===== src/rtl/obi_manager_bridge_if.sv =====
// rtl/obi_manager_bridge_if.sv - controller command/response and OBI manager signal bundle
interface obi_manager_bridge_if #(
    parameter int ADDR_WIDTH = 32,
    parameter int DATA_WIDTH = 32
);
    localparam int BE_WIDTH = DATA_WIDTH / 8;

    logic                  cmd_valid_i;
    logic                  cmd_ready_o;
    logic [ADDR_WIDTH-1:0] cmd_addr_i;
    logic                  cmd_we_i;
    logic [BE_WIDTH-1:0]   cmd_be_i;
    logic [DATA_WIDTH-1:0] cmd_wdata_i;

    logic                  rsp_valid_o;
    logic                  rsp_ready_i;
    logic [DATA_WIDTH-1:0] rsp_rdata_o;
    logic                  rsp_err_o;

    logic                  obi_req_o;
    logic                  obi_gnt_i;
    logic [ADDR_WIDTH-1:0] obi_addr_o;
    logic                  obi_we_o;
    logic [BE_WIDTH-1:0]   obi_be_o;
    logic [DATA_WIDTH-1:0] obi_wdata_o;

    logic                  obi_rvalid_i;
    logic                  obi_rready_o;
    logic [DATA_WIDTH-1:0] obi_rdata_i;
    logic                  obi_err_i;

    logic [15:0]           txn_count_o;
    logic                  proto_err_o;

    // Bridge side.
    modport master (
        input  cmd_valid_i, cmd_addr_i, cmd_we_i, cmd_be_i, cmd_wdata_i,
        output cmd_ready_o,
        output rsp_valid_o, rsp_rdata_o, rsp_err_o,
        input  rsp_ready_i,
        output obi_req_o, obi_addr_o, obi_we_o, obi_be_o, obi_wdata_o,
        input  obi_gnt_i,
        input  obi_rvalid_i, obi_rdata_i, obi_err_i,
        output obi_rready_o,
        output txn_count_o, proto_err_o
    );

    // Controller plus OBI subordinate side.
    modport slave (
        output cmd_valid_i, cmd_addr_i, cmd_we_i, cmd_be_i, cmd_wdata_i,
        input  cmd_ready_o,
        input  rsp_valid_o, rsp_rdata_o, rsp_err_o,
        output rsp_ready_i,
        input  obi_req_o, obi_addr_o, obi_we_o, obi_be_o, obi_wdata_o,
        output obi_gnt_i,
        output obi_rvalid_i, obi_rdata_i, obi_err_i,
        input  obi_rready_o,
        input  txn_count_o, proto_err_o
    );
endinterface


===== src/rtl/obi_manager_bridge.sv =====
// rtl/obi_manager_bridge.sv - single-outstanding controller-to-OBI manager bridge
module obi_manager_bridge #(
    parameter int ADDR_WIDTH = 32,
    parameter int DATA_WIDTH = 32
) (
    input  logic                  clk_i,
    input  logic                  reset_i,
    obi_manager_bridge_if.master  bus
);
    localparam int BE_WIDTH = DATA_WIDTH / 8;
    localparam logic [DATA_WIDTH-1:0] LOCAL_ERR_DATA = DATA_WIDTH'(32'hBADCAB1E);

    typedef enum logic [1:0] {
        IDLE = 2'b00,
        ADDR = 2'b01,
        RESP = 2'b10,
        DONE = 2'b11
    } state_t;

    state_t                state;
    logic                  cmd_ready_q;
    logic                  req_q;
    logic                  rready_q;
    logic                  rsp_valid_q;
    logic [ADDR_WIDTH-1:0] addr_q;
    logic                  we_q;
    logic [BE_WIDTH-1:0]   be_q;
    logic [DATA_WIDTH-1:0] wdata_q;
    logic [DATA_WIDTH-1:0] rdata_q;
    logic                  err_q;
    logic [15:0]           count_q;
    logic                  proto_q;

    always_ff @(posedge clk_i) begin
        if (reset_i) begin
            state       <= IDLE;
            cmd_ready_q <= 1'b1;
            req_q       <= 1'b0;
            rready_q    <= 1'b0;
            rsp_valid_q <= 1'b0;
            addr_q      <= '0;
            we_q        <= 1'b0;
            be_q        <= '0;
            wdata_q     <= '0;
            rdata_q     <= '0;
            err_q       <= 1'b0;
            count_q     <= '0;
            proto_q     <= 1'b0;
        end else begin
            // Stray handshakes are flagged but never advance the FSM.
            if ((bus.obi_gnt_i && state != ADDR) || (bus.obi_rvalid_i && state != RESP)) begin
                proto_q <= 1'b1;
            end
            case (state)
                IDLE: begin
                    if (bus.cmd_valid_i) begin
                        addr_q      <= bus.cmd_addr_i;
                        we_q        <= bus.cmd_we_i;
                        be_q        <= bus.cmd_be_i;
                        wdata_q     <= bus.cmd_we_i ? bus.cmd_wdata_i : '0;
                        cmd_ready_q <= 1'b0;
                        if (bus.cmd_addr_i[1:0] != 2'b00 || bus.cmd_be_i == '0) begin
                            rdata_q     <= LOCAL_ERR_DATA;
                            err_q       <= 1'b1;
                            rsp_valid_q <= 1'b1;
                            state       <= DONE;
                        end else begin
                            req_q <= 1'b1;
                            state <= ADDR;
                        end
                    end
                end
                ADDR: begin
                    if (bus.obi_gnt_i) begin
                        req_q    <= 1'b0;
                        rready_q <= 1'b1;
                        state    <= RESP;
                    end
                end
                RESP: begin
                    if (bus.obi_rvalid_i) begin
                        rdata_q     <= we_q ? '0 : bus.obi_rdata_i;
                        err_q       <= bus.obi_err_i;
                        rready_q    <= 1'b0;
                        rsp_valid_q <= 1'b1;
                        state       <= DONE;
                    end
                end
                DONE: begin
                    if (bus.rsp_ready_i) begin
                        rsp_valid_q <= 1'b0;
                        cmd_ready_q <= 1'b1;
                        count_q     <= count_q + 16'd1;
                        state       <= IDLE;
                    end
                end
                default: begin
                    state <= IDLE;
                end
            endcase
        end
    end

    assign bus.cmd_ready_o  = cmd_ready_q;
    assign bus.rsp_valid_o  = rsp_valid_q;
    assign bus.rsp_rdata_o  = rdata_q;
    assign bus.rsp_err_o    = err_q;
    assign bus.obi_req_o    = req_q;
    assign bus.obi_addr_o   = addr_q;
    assign bus.obi_we_o     = we_q;
    assign bus.obi_be_o     = be_q;
    assign bus.obi_wdata_o  = wdata_q;
    assign bus.obi_rready_o = rready_q;
    assign bus.txn_count_o  = count_q;
    assign bus.proto_err_o  = proto_q;
endmodule


===== src/flat_wrapper.sv =====
// flat-port wrapper written by rule: the top's interface ports become plain ports
module obi_manager_bridge_flat 
#(
    parameter int ADDR_WIDTH = 32,
    parameter int DATA_WIDTH = 32
)
  (clk_i, reset_i, bus_cmd_valid_i, bus_cmd_addr_i, bus_cmd_we_i, bus_cmd_be_i, bus_cmd_wdata_i, bus_cmd_ready_o, bus_rsp_valid_o, bus_rsp_rdata_o, bus_rsp_err_o, bus_rsp_ready_i, bus_obi_req_o, bus_obi_addr_o, bus_obi_we_o, bus_obi_be_o, bus_obi_wdata_o, bus_obi_gnt_i, bus_obi_rvalid_i, bus_obi_rdata_i, bus_obi_err_i, bus_obi_rready_o, bus_txn_count_o, bus_proto_err_o);
  obi_manager_bridge_if #(.ADDR_WIDTH(ADDR_WIDTH), .DATA_WIDTH(DATA_WIDTH)) bus_i ();
  input  logic clk_i;
  input  logic reset_i;
  input wire logic [$bits(bus_i.cmd_valid_i)-1:0] bus_cmd_valid_i;
  input wire logic [$bits(bus_i.cmd_addr_i)-1:0] bus_cmd_addr_i;
  input wire logic [$bits(bus_i.cmd_we_i)-1:0] bus_cmd_we_i;
  input wire logic [$bits(bus_i.cmd_be_i)-1:0] bus_cmd_be_i;
  input wire logic [$bits(bus_i.cmd_wdata_i)-1:0] bus_cmd_wdata_i;
  output wire logic [$bits(bus_i.cmd_ready_o)-1:0] bus_cmd_ready_o;
  output wire logic [$bits(bus_i.rsp_valid_o)-1:0] bus_rsp_valid_o;
  output wire logic [$bits(bus_i.rsp_rdata_o)-1:0] bus_rsp_rdata_o;
  output wire logic [$bits(bus_i.rsp_err_o)-1:0] bus_rsp_err_o;
  input wire logic [$bits(bus_i.rsp_ready_i)-1:0] bus_rsp_ready_i;
  output wire logic [$bits(bus_i.obi_req_o)-1:0] bus_obi_req_o;
  output wire logic [$bits(bus_i.obi_addr_o)-1:0] bus_obi_addr_o;
  output wire logic [$bits(bus_i.obi_we_o)-1:0] bus_obi_we_o;
  output wire logic [$bits(bus_i.obi_be_o)-1:0] bus_obi_be_o;
  output wire logic [$bits(bus_i.obi_wdata_o)-1:0] bus_obi_wdata_o;
  input wire logic [$bits(bus_i.obi_gnt_i)-1:0] bus_obi_gnt_i;
  input wire logic [$bits(bus_i.obi_rvalid_i)-1:0] bus_obi_rvalid_i;
  input wire logic [$bits(bus_i.obi_rdata_i)-1:0] bus_obi_rdata_i;
  input wire logic [$bits(bus_i.obi_err_i)-1:0] bus_obi_err_i;
  output wire logic [$bits(bus_i.obi_rready_o)-1:0] bus_obi_rready_o;
  output wire logic [$bits(bus_i.txn_count_o)-1:0] bus_txn_count_o;
  output wire logic [$bits(bus_i.proto_err_o)-1:0] bus_proto_err_o;
  assign bus_i.cmd_valid_i = bus_cmd_valid_i;
  assign bus_i.cmd_addr_i = bus_cmd_addr_i;
  assign bus_i.cmd_we_i = bus_cmd_we_i;
  assign bus_i.cmd_be_i = bus_cmd_be_i;
  assign bus_i.cmd_wdata_i = bus_cmd_wdata_i;
  assign bus_cmd_ready_o = bus_i.cmd_ready_o;
  assign bus_rsp_valid_o = bus_i.rsp_valid_o;
  assign bus_rsp_rdata_o = bus_i.rsp_rdata_o;
  assign bus_rsp_err_o = bus_i.rsp_err_o;
  assign bus_i.rsp_ready_i = bus_rsp_ready_i;
  assign bus_obi_req_o = bus_i.obi_req_o;
  assign bus_obi_addr_o = bus_i.obi_addr_o;
  assign bus_obi_we_o = bus_i.obi_we_o;
  assign bus_obi_be_o = bus_i.obi_be_o;
  assign bus_obi_wdata_o = bus_i.obi_wdata_o;
  assign bus_i.obi_gnt_i = bus_obi_gnt_i;
  assign bus_i.obi_rvalid_i = bus_obi_rvalid_i;
  assign bus_i.obi_rdata_i = bus_obi_rdata_i;
  assign bus_i.obi_err_i = bus_obi_err_i;
  assign bus_obi_rready_o = bus_i.obi_rready_o;
  assign bus_txn_count_o = bus_i.txn_count_o;
  assign bus_proto_err_o = bus_i.proto_err_o;
  obi_manager_bridge #(.ADDR_WIDTH(ADDR_WIDTH), .DATA_WIDTH(DATA_WIDTH)) u_core (.clk_i(clk_i), .reset_i(reset_i), .bus(bus_i));
endmodule

===== config.mk =====
export PLATFORM = sky130hd
export DESIGN_NAME = obi_manager_bridge_flat
export DESIGN_NICKNAME = d
export VERILOG_FILES = /design/src/rtl/obi_manager_bridge_if.sv /design/src/rtl/obi_manager_bridge.sv /design/src/flat_wrapper.sv
export SDC_FILE = /design/constraint.sdc
export NUM_CORES = 1
export LEC_CHECK = 0
export ABC_AREA = 1
export CAP_MARGIN = 20
export CORE_MARGIN = 2
export CORE_UTILIZATION = 30
export CTS_CLUSTER_DIAMETER = 200
export DETAILED_ROUTE_END_ITERATION = 6
export GPL_TIMING_DRIVEN = 0
export PLACE_DENSITY = 0.67
export SKIP_LAST_GASP = 1
export SLEW_MARGIN = 20
export SYNTH_ARGS = -nofsm -noshare
export SYNTH_HDL_FRONTEND = slang
export SYNTH_SLANG_ARGS = --single-unit

===== constraint.sdc =====
create_clock -name clk_i -period 1.4 [get_ports clk_i]
set_input_delay 0.35 -clock clk_i [delete_from_list [all_inputs] [get_ports clk_i]]
set_output_delay 0.35 -clock clk_i [all_outputs]
set_load 0.1 [all_outputs]

# After elaboration in Yosys (flattened, before gate mapping)
# Index checks and enable logic that the tools add are counted.
[op_classes] addsub=1 eq_ne=11 n_mux=29 n_reduce_logical=20
[ops] operator="$mux 32" count=5
[ops] operator="$pmux 32 s2" count=1
[ops] operator="$add 16x1->16 const B" count=1
[ops] operator="$mux 1" count=12
[ops] operator="$ne 2x2->1 const B" count=6
[ops] operator="$reduce_and 4->1" count=3
[ops] operator="$mux 2" count=5
[ops] operator="$reduce_bool 2->1" count=5
[ops] operator="$pmux 1 s2" count=4
[ops] operator="$pmux 2 s4" count=1
[ops] operator="$reduce_and 3->1" count=2
[ops] operator="$reduce_and 5->1" count=1
[ops] operator="$eq 2x2->1 const B" count=2
[ops] operator="$logic_not 4->1" count=1
[ops] operator="$ne 2x1->1 const B" count=2
[ops] operator="$reduce_and 2->1" count=2
[ops] operator="$pmux 1 s3" count=1
[ops] operator="$reduce_bool 3->1" count=1
[ops] operator="$eq 2x1->1 const B" count=1
[ops] operator="$logic_and 1x1->1" count=2
[ops] operator="$logic_not 2->1" count=1
[ops] operator="$logic_or 1x1->1" count=2
[word_totals] register_bits=125 in_bits=108 output_inout_bits=123 elab_cells=74

# Depth between registers and ports, before layout
# Gate-level depths: netlist of run 1.
[depth] ltp_word=5 mapped_depth=10 mapped_depth_nobuf=9

# Worst setup path after synthesis of run 1
# OpenSTA, ideal clock, no wires.
[synth_path] path_kind="flip-flop to flip-flop" start="register u_core.we_q (netlist: u_core.bus.obi_we_o)" end="register u_core.rdata_q[11] (netlist: u_core.bus.rsp_rdata_o[11])" setup_ps=110 arrival_ps=2033 required_ps=1290 path_slack_ps=-743 stages_incl_launch_ff=7 n_path_buf=1 period_less_slack_ps=2143 path_cell_list="dfxtp_1 -> clkinv_1 -> clkbuf_1 -> a21oi_1 -> nand4_1 -> nand2_1 -> nor2_1"
[synth_via] elab_chain_cells=3
[synth_rtl] item="start, declared" line_no="obi_manager_bridge.sv:26" source="logic we_q;"
[synth_rtl] item="start signal, assigned" line_no="obi_manager_bridge.sv:58" source="we_q <= bus.cmd_we_i;"
[synth_rtl] item="$mux 32" line_no="obi_manager_bridge.sv:82" source="rdata_q <= we_q ? '0 : bus.obi_rdata_i;"
[synth_rtl] item="$mux 32" line_no="obi_manager_bridge.sv:81" source="if (bus.obi_rvalid_i) begin"
[synth_rtl] item="$pmux 32 s2" line_no="obi_manager_bridge.sv:54" source="case (state)"
[synth_rtl] item="end signal, assigned" line_no="obi_manager_bridge.sv:82"
[synth_rtl] item="end, declared" line_no="obi_manager_bridge.sv:29" source="logic [DATA_WIDTH-1:0] rdata_q;"
# Every way passes these cells. The select of a mux whose other input is x is not followed.
# A chain may end at the register's enable or synchronous reset.

# Worst setup path after layout of run 1
[layout_path] start="register u_core.state[0]" end="register u_core.rdata_q[17] (netlist: u_core.bus.rsp_rdata_o[17])"
[layout_via] elab_chain_cells=3 elab_cells_between_ends=8 classes_between="4 x eq/ne; 1 x mux; 3 x reduce/logical"
[layout_rtl] item="start, declared" line_no="obi_manager_bridge.sv:20" source="state_t state;"
[layout_rtl] item="start signal, assigned" line_no="obi_manager_bridge.sv:36" source="state <= IDLE;"
[layout_rtl] item="start signal, assigned" line_no="obi_manager_bridge.sv:66" source="state <= DONE;"
[layout_rtl] item="start signal, assigned" line_no="obi_manager_bridge.sv:69" source="state <= ADDR;"
[layout_rtl] item="$eq 2x2->1 / $logic_not 2->1 (equally long branches)" line_no="obi_manager_bridge.sv:54"
[layout_rtl] item="$ne 2x2->1 (no source line) (tied with other cells)"
[layout_rtl] item="$reduce_and 4->1 (no source line)"
# Several ways; a longest one is shown, not always the timed one.

==> results.md, run 1 <==
* CP Max Fanout at 7
* Vias in the first global route at 5268
* Vias at 5792
* Final Hold Vio Count at 0
* Reg power frac at 0.210
* Highest clock rate at 668.2 MHz
* Drt total wl at 18130 um
* First-pass DRT Iterations at 4
* Most frequent cells in the layout: nor2_1 (130), nand2_1 (120), buf_6 (110)
* Core area at 0.01736 sq mm
* Drt drc at 0
* Die Width at 137.5 um
* Gr busiest metal: met2
* EDFF count, synth at 0
* Clock Sinks at 125
* Final period util at 1.069
* R2R Setup Slk at -100 ps
* DR WL/cell at 14.09 um
* Die area at 0.01890 sq mm
* Vias/cell at 4.500
* CP Cell Sequence: inv_6 > ha_4 > nand2_4 > nand2_4 > inv_6 > nand3_4 > clkbuf_16 > nand2_2 > inv_2 > nor2_1
* Commonest non-fill, non-tap cell in the layout: nor2_1
* Detail Placement HPWL at 12670 um
* Crit path kind: reg2reg
* Tmin final at 1496 ps
* Largest net degree at the start of global routing at 17
* PortBufs at 230
* Async SR Flop Fraction at 0
* Die height at 137.5 um
* Rows at 48
* Power Density at 2512 mW/mm^2
* Worst-Margin Slew at 602.4 ps
* GRT overflow at 0
* Grt met3 use at 0.08352
* # setup viols final at 42
* Hold bufs inserted after CTS at 0
* CP max stage cell: dfxtp_4
* Setup crit end kind: register
* Antenna Cells at 0
* Worst path max stage delay at 390 ps
* Clock latency on the worst-skew pair at 420 ps
* Syn nets at 890
* All-Layer GR Usage at 0.1835
* Relative slew slack at 0.5984
* CP required at 1760 ps
* Clk pwr share at 0.178
* Pins Over Slew Limit at 0
* P_int at 11.81 mW
* Cells after Synth at 776
* Placer Congestion at 0.7795
* Combinational fraction of design power at 0.612
* Number of synthesized register bits at 125
* Clock Path Buffers at 2
* Ratio of cells with drive above 1 in the final layout at 0.3663
* Final cell count without fillers at 1287
* Inst Count DP at 1231
* Hold WC Path Type: reg2reg
* Max-cap violations at 0
* Synth Area per Inst at 6.888 sq um
* Starting Density at 0.3080
* H-tree levels at 4
* Fillers at 1587
* Tot Pwr at 24.82 mW
* Setup Skew at 7.829 ps
* CTS Buf Count at 17
* YS warnings at 0
* LEAKAGE at 4.364 nW
* Area grow syn2layout at 84.83%
* RSZ-0062 raised after global routing: true
* Worst EP arrival at 1850 ps
* Synth Flop Type: dfxtp_1
* Sw Ratio at 0.5242
* Failing checks: setup timing
* Met1 usage at 0.2153
* Root Driver: clkbuf_16
* Post-route ant nets at 0
* TritonCTS clock tree: done
* Post-Syn Area at 0.005345 sq mm
* NumNets Final at 1163
* Outcome: finished with violations
* Initial antenna violation count at 0
* Peak VDD IR at 0.001805 V
* Initial drt markers at 199
* Startpoint Class: register
* Final WS setup at -96.45 ps
* Yosys cell types at 28
* Switching power at 13.01 mW
* Seq/Total Area, Yosys at 0.4682
* Worst-path clk slew at 60 ps
* IO Count at 231
* Met2 GRT Util at 0.2977
* First-pass GRT wire length at 26660 um
sequential cells by signal, indices dropped and copies added (netlist names):
| signal | count |
|---|---|
| u_core.bus.rsp_valid_o | 1 |
| u_core.bus.obi_wdata_o | 32 |
| u_core.state | 2 |
| u_core.bus.obi_rready_o | 1 |
| u_core.bus.obi_addr_o | 32 |
| u_core.bus.obi_be_o | 4 |
| u_core.bus.obi_we_o | 1 |
| u_core.bus.obi_req_o | 1 |
| u_core.bus.rsp_err_o | 1 |
| u_core.bus.txn_count_o | 16 |
| u_core.bus.proto_err_o | 1 |
| u_core.bus.rsp_rdata_o | 32 |
| u_core.bus.cmd_ready_o | 1 |
repair_timing:
item                                   4_1_cts  5_1_grt
cloned                                       3        3
buffers inserted                            10        9
pin swaps                                    3       50
setup endpoints to repair                  244      152
resized for setup                          907      260
endpoints found under the hold margin        0        0
critical path, delay by kind of cell (launching register included):
kind / cells / cell delay, ps
and+or+nand+nor: 5 / 450
DFF: 1 / 390
buffers and inverters: 4 / 370
adders and majority gates: 1 / 210
layout make-up:
class,instances,area (sq um),share of cell area
Multi-Input combinational cell,510,2864,0.2899
Inverter,99,410.4,0.04154
Buffer,42,304.0,0.03078
Tap cell,225,281.5,0.02850
Timing Repair Buffer,254,2869,0.2904
Sequential cell,125,2564,0.2595
Clock buffer,17,425.4,0.04306
Clock inverter,15,161.4,0.01634
metrics by stage:
stage	TNS (ps)	hold WS (ps)	cell area, sq um	setup WS (ps)	util
2_1_floorplan	0	492.7	5436	1.651	-
3_3_place_gp	-106100	433.0	8020	-665.3	0.4621
3_5_place_dp	-107440	439.6	8020	-673.7	0.4621
6_report	-2080	458.9	9879	-96.45	0.5692
5_1_grt	-6796	485.5	9879	-168.0	0.5692
4_1_cts	-3837	460.4	8975	-96.78	0.5171
power by group through the flow:
stage	logic (mW)	clock network [mW]	registers, mW
detailed placement	12.7	0	5.02
CTS	13.5	4.49	5.15
finish	15.2	4.41	5.22
floorplan	3.58	0	11.2
global route	16.1	4.63	5.32
global placement	12.7	0	4.99
per-layer routing:
layer  part of all wire  routed length [um]  up-vias
li1                   -                   -     2977
met1               0.40                7275     2605
met2               0.48                8649      192
met3               0.11                1943       18
met4              0.014                 261        0
met5                  0                   0        -
cell usage after synthesis (all sizes together) (3+ instances only):
| library cell | n | area (sq um) |
|---|---|---|
| a21oi | 64 | 320.3 |
| buf | 25 | 143.9 |
| clkbuf | 17 | 63.81 |
| dfxtp | 125 | 2502 |
| ha | 6 | 75.07 |
| inv | 97 | 364.1 |
| nand2 | 192 | 723.2 |
| nand3 | 9 | 62.56 |
| nand4 | 36 | 225.2 |
| nor2 | 145 | 551.8 |
| nor3 | 3 | 15.01 |
| o21ai | 49 | 245.2 |
cells by family (layout without fill, tap and decap cells):
group,Yosys count,in the layout,share of synthesized area
and+or+nand+nor,387,387,0.2980
adders and majority gates,6,6,0.01404
DFF,125,125,0.4682
xor gates and xnor gates,1,1,0.001639
AOI/OAI and AO/OA,116,116,0.1096
buffers and inverters,141,427,0.1086
final timing paths:
path / from / endpoint / cells past startpoint
worst max-delay path: u_core.state[0]$_SDFFE_PP0P_ / u_core.bus.rsp_rdata_o[17]$_SDFFE_PP0P_ / 10
worst min-delay path: u_core.bus.obi_rready_o$_SDFFE_PP0P_ / u_core.bus.obi_rready_o$_SDFFE_PP0P_ / 2
worst max register to register: u_core.state[0]$_SDFFE_PP0P_ / u_core.bus.rsp_rdata_o[17]$_SDFFE_PP0P_ / 10
worst min register to register: u_core.bus.obi_rready_o$_SDFFE_PP0P_ / u_core.bus.obi_rready_o$_SDFFE_PP0P_ / 2
(Power assumes the default switching activity.)
==> run 2, diff against run 1 <==
--- a/config.mk
+++ b/config.mk
@@ -6,13 +6,14 @@
 export NUM_CORES = 1
 export LEC_CHECK = 0
 export ABC_AREA = 1
-export CAP_MARGIN = 20
+export CAP_MARGIN = 25
 export CORE_MARGIN = 2
 export CORE_UTILIZATION = 30
 export CTS_CLUSTER_DIAMETER = 200
 export DETAILED_ROUTE_END_ITERATION = 6
 export GPL_TIMING_DRIVEN = 0
 export PLACE_DENSITY = 0.67
+export REMOVE_ABC_BUFFERS = 1
 export SKIP_LAST_GASP = 1
 export SLEW_MARGIN = 20
 export SYNTH_ARGS = -nofsm -noshare
==> run 2 against run 1 <==
The run still ends with setup timing left. Clock skew grew 11 ps. Count of clock-buffer cells in the layout grew 1. Combinational power grew 16%. Sequential share of layout area shrank 1.7 points. Flip-flop and latch count is the same. First-iteration DRC count grew 77%. Cell count grew 0.54%. Via count grew 6.1%. Clock power grew 5.2%. Power grew 11%. Non-clock buffer count shrank 14.
==> results.md, run 2 (synthesis gave the netlist of run 1 again) <==
* Finished Cell Area at 0.01053 sq mm
* Failing checks: setup timing
* Final Hold Vio Count at 0
* Hold bufs inserted after CTS at 0
* CP required at 1690 ps
* Register area at 0.002550 sq mm
* Utilization after layout at 0.6064
* # setup viols final at 98
* Post-place setup slack at -1666 ps
* Antenna Cells at 0
* Die height at 137.5 um
* Clock Sinks at 125
* CP Max Fanout at 8
* Worst Reg-to-Reg Cells at 9
* Clock latency on the worst-skew pair at 420 ps
* IO Count at 231
* Most frequent cells in the layout: nand2_1 (132), clkdlybuf4s50_1 (105), nor2_1 (103)
* Initial drt markers at 353
* Met2 GRT Util at 0.3336
* Commonest non-fill, non-tap cell in the layout: nand2_1
* Worst-Margin Slew at 418.7 ps
* Hold WC Path Type: in2reg
* NumNets Final at 1170
* Drt total wl at 20950 um
* TritonCTS clock tree: done
* Area grow syn2layout at 96.91%
* Crit path kind: reg2reg
* Highest clock rate at 660.4 MHz
* Final cell count without fillers at 1294
* Inst Count DP at 1191
* GRT overflow at 0
* Starting Density at 0.3080
* Worst-path clk slew at 60 ps
* Initial antenna violation count at 0
* Vias in the first global route at 5641
* Die area at 0.01890 sq mm
* Vias at 6143
* H-tree levels at 4
* Area after DPL at 0.007774 sq mm
* Die Width at 137.5 um
* Gr busiest metal: met2
* Outcome: finished with violations
* Final period util at 1.082
* Root Driver: clkbuf_16
* Detail Placement HPWL at 10520 um
* Core area at 0.01736 sq mm
* All-Layer GR Usage at 0.2056
* First-pass DRT Iterations at 5
* Fillers at 1475
* Peak VDD IR at 0.002675 V
* Ratio of cells with drive above 1 in the final layout at 0.3779
* Relative slew slack at 0.7209
* DR WL/cell at 16.19 um
* Grt met3 use at 0.07211
* Drt drc at 0
* First-pass GRT wire length at 29750 um
* Setup crit end kind: register
* RSZ-0062 raised after global routing: true
* Largest net degree at the start of global routing at 75
* Power Density at 2628 mW/mm^2
* LEAKAGE at 4.565 nW
* Worst EP arrival at 1810 ps
* Area taken by multi-input logic gates at 0.003077 sq mm
* Tmin final at 1514 ps
* Setup Skew at 18.49 ps
* Vias/cell at 4.747
* Rows at 48
* Tot Pwr at 27.66 mW
* Met1 usage at 0.2498
* Placer Congestion at 0.7569
* Final WS setup at -114.2 ps
* Startpoint Class: register
* Clock Path Buffers at 2
* Max-cap violations at 0
* PortBufs at 230
* CTS Buf Count at 17
* Hold Path Stages at 2
* Pins Over Slew Limit at 0
* Post-route ant nets at 0
run 2: path summary, 6_finish.rpt:
kind	start	end	slack, ps
hold reg to reg	u_core.bus.obi_wdata_o[25]$_SDFFE_PP0P_	u_core.bus.obi_wdata_o[25]$_SDFFE_PP0P_	480
hold / removal	reset_i	u_core.bus.txn_count_o[13]$_SDFFE_PP0P_	260
setup / recovery	u_core.state[1]$_SDFFE_PP0P_	u_core.bus.obi_wdata_o[23]$_SDFFE_PP0P_	-110
setup reg to reg	u_core.state[1]$_SDFFE_PP0P_	u_core.bus.obi_wdata_o[23]$_SDFFE_PP0P_	-110
run 2: what timing repair did:
action,in CTS,in global routing
buffers inserted,35,10
pin swaps,46,51
cloned,17,10
endpoints found under the setup margin,242,167
gates resized for setup,985,241
run 2: area by class of cell:
class	instances	share of cell area
repair buffers	282	0.3233
repair inverters	10	0.01391
clock inverters	14	0.01736
inverters	99	0.04327
well taps	225	0.02675
multi-input cells	521	0.2923
flip-flops and latches	125	0.2423
clock buffers	18	0.04078
run 2: worst max-delay path, stage by stage, from the launching register on:
cell and delay (ps):
dfxtp_4 380, inv_4 50, ha_4 180, buf_6 130
nand2_8 140, clkinv_16 90, nand2_8 150, clkinv_8 130
nand2_2 80, a21oi_1 50
run 2: power breakdown:
part	internal [mW]	leakage (nW)	total, mW	switching, mW
sequential	4.51	1.04	5.30	0.788
clock	2.84	0.294	4.64	1.80
combinational	5.77	3.23	17.7	11.9
total	13.1	4.57	27.7	14.5
run 2: per-stage QoR:
step | hold slack, ps | TNS [ps]
3_5_place_dp | 453.1 | -202540
3_3_place_gp | 439.2 | -395280
5_1_grt | 260.9 | -13850
6_report | 261.9 | -4692
4_1_cts | 243.4 | -8762
2_1_floorplan | 419.1 | -93750
run 2: routing by layer:
metal,wire (um),up-vias,part of all wire
met5,0,-,0
met4,417,0,0.020
met3,1762,36,0.084
met2,10200,248,0.49
met1,8571,2848,0.41
li1,-,3011,-
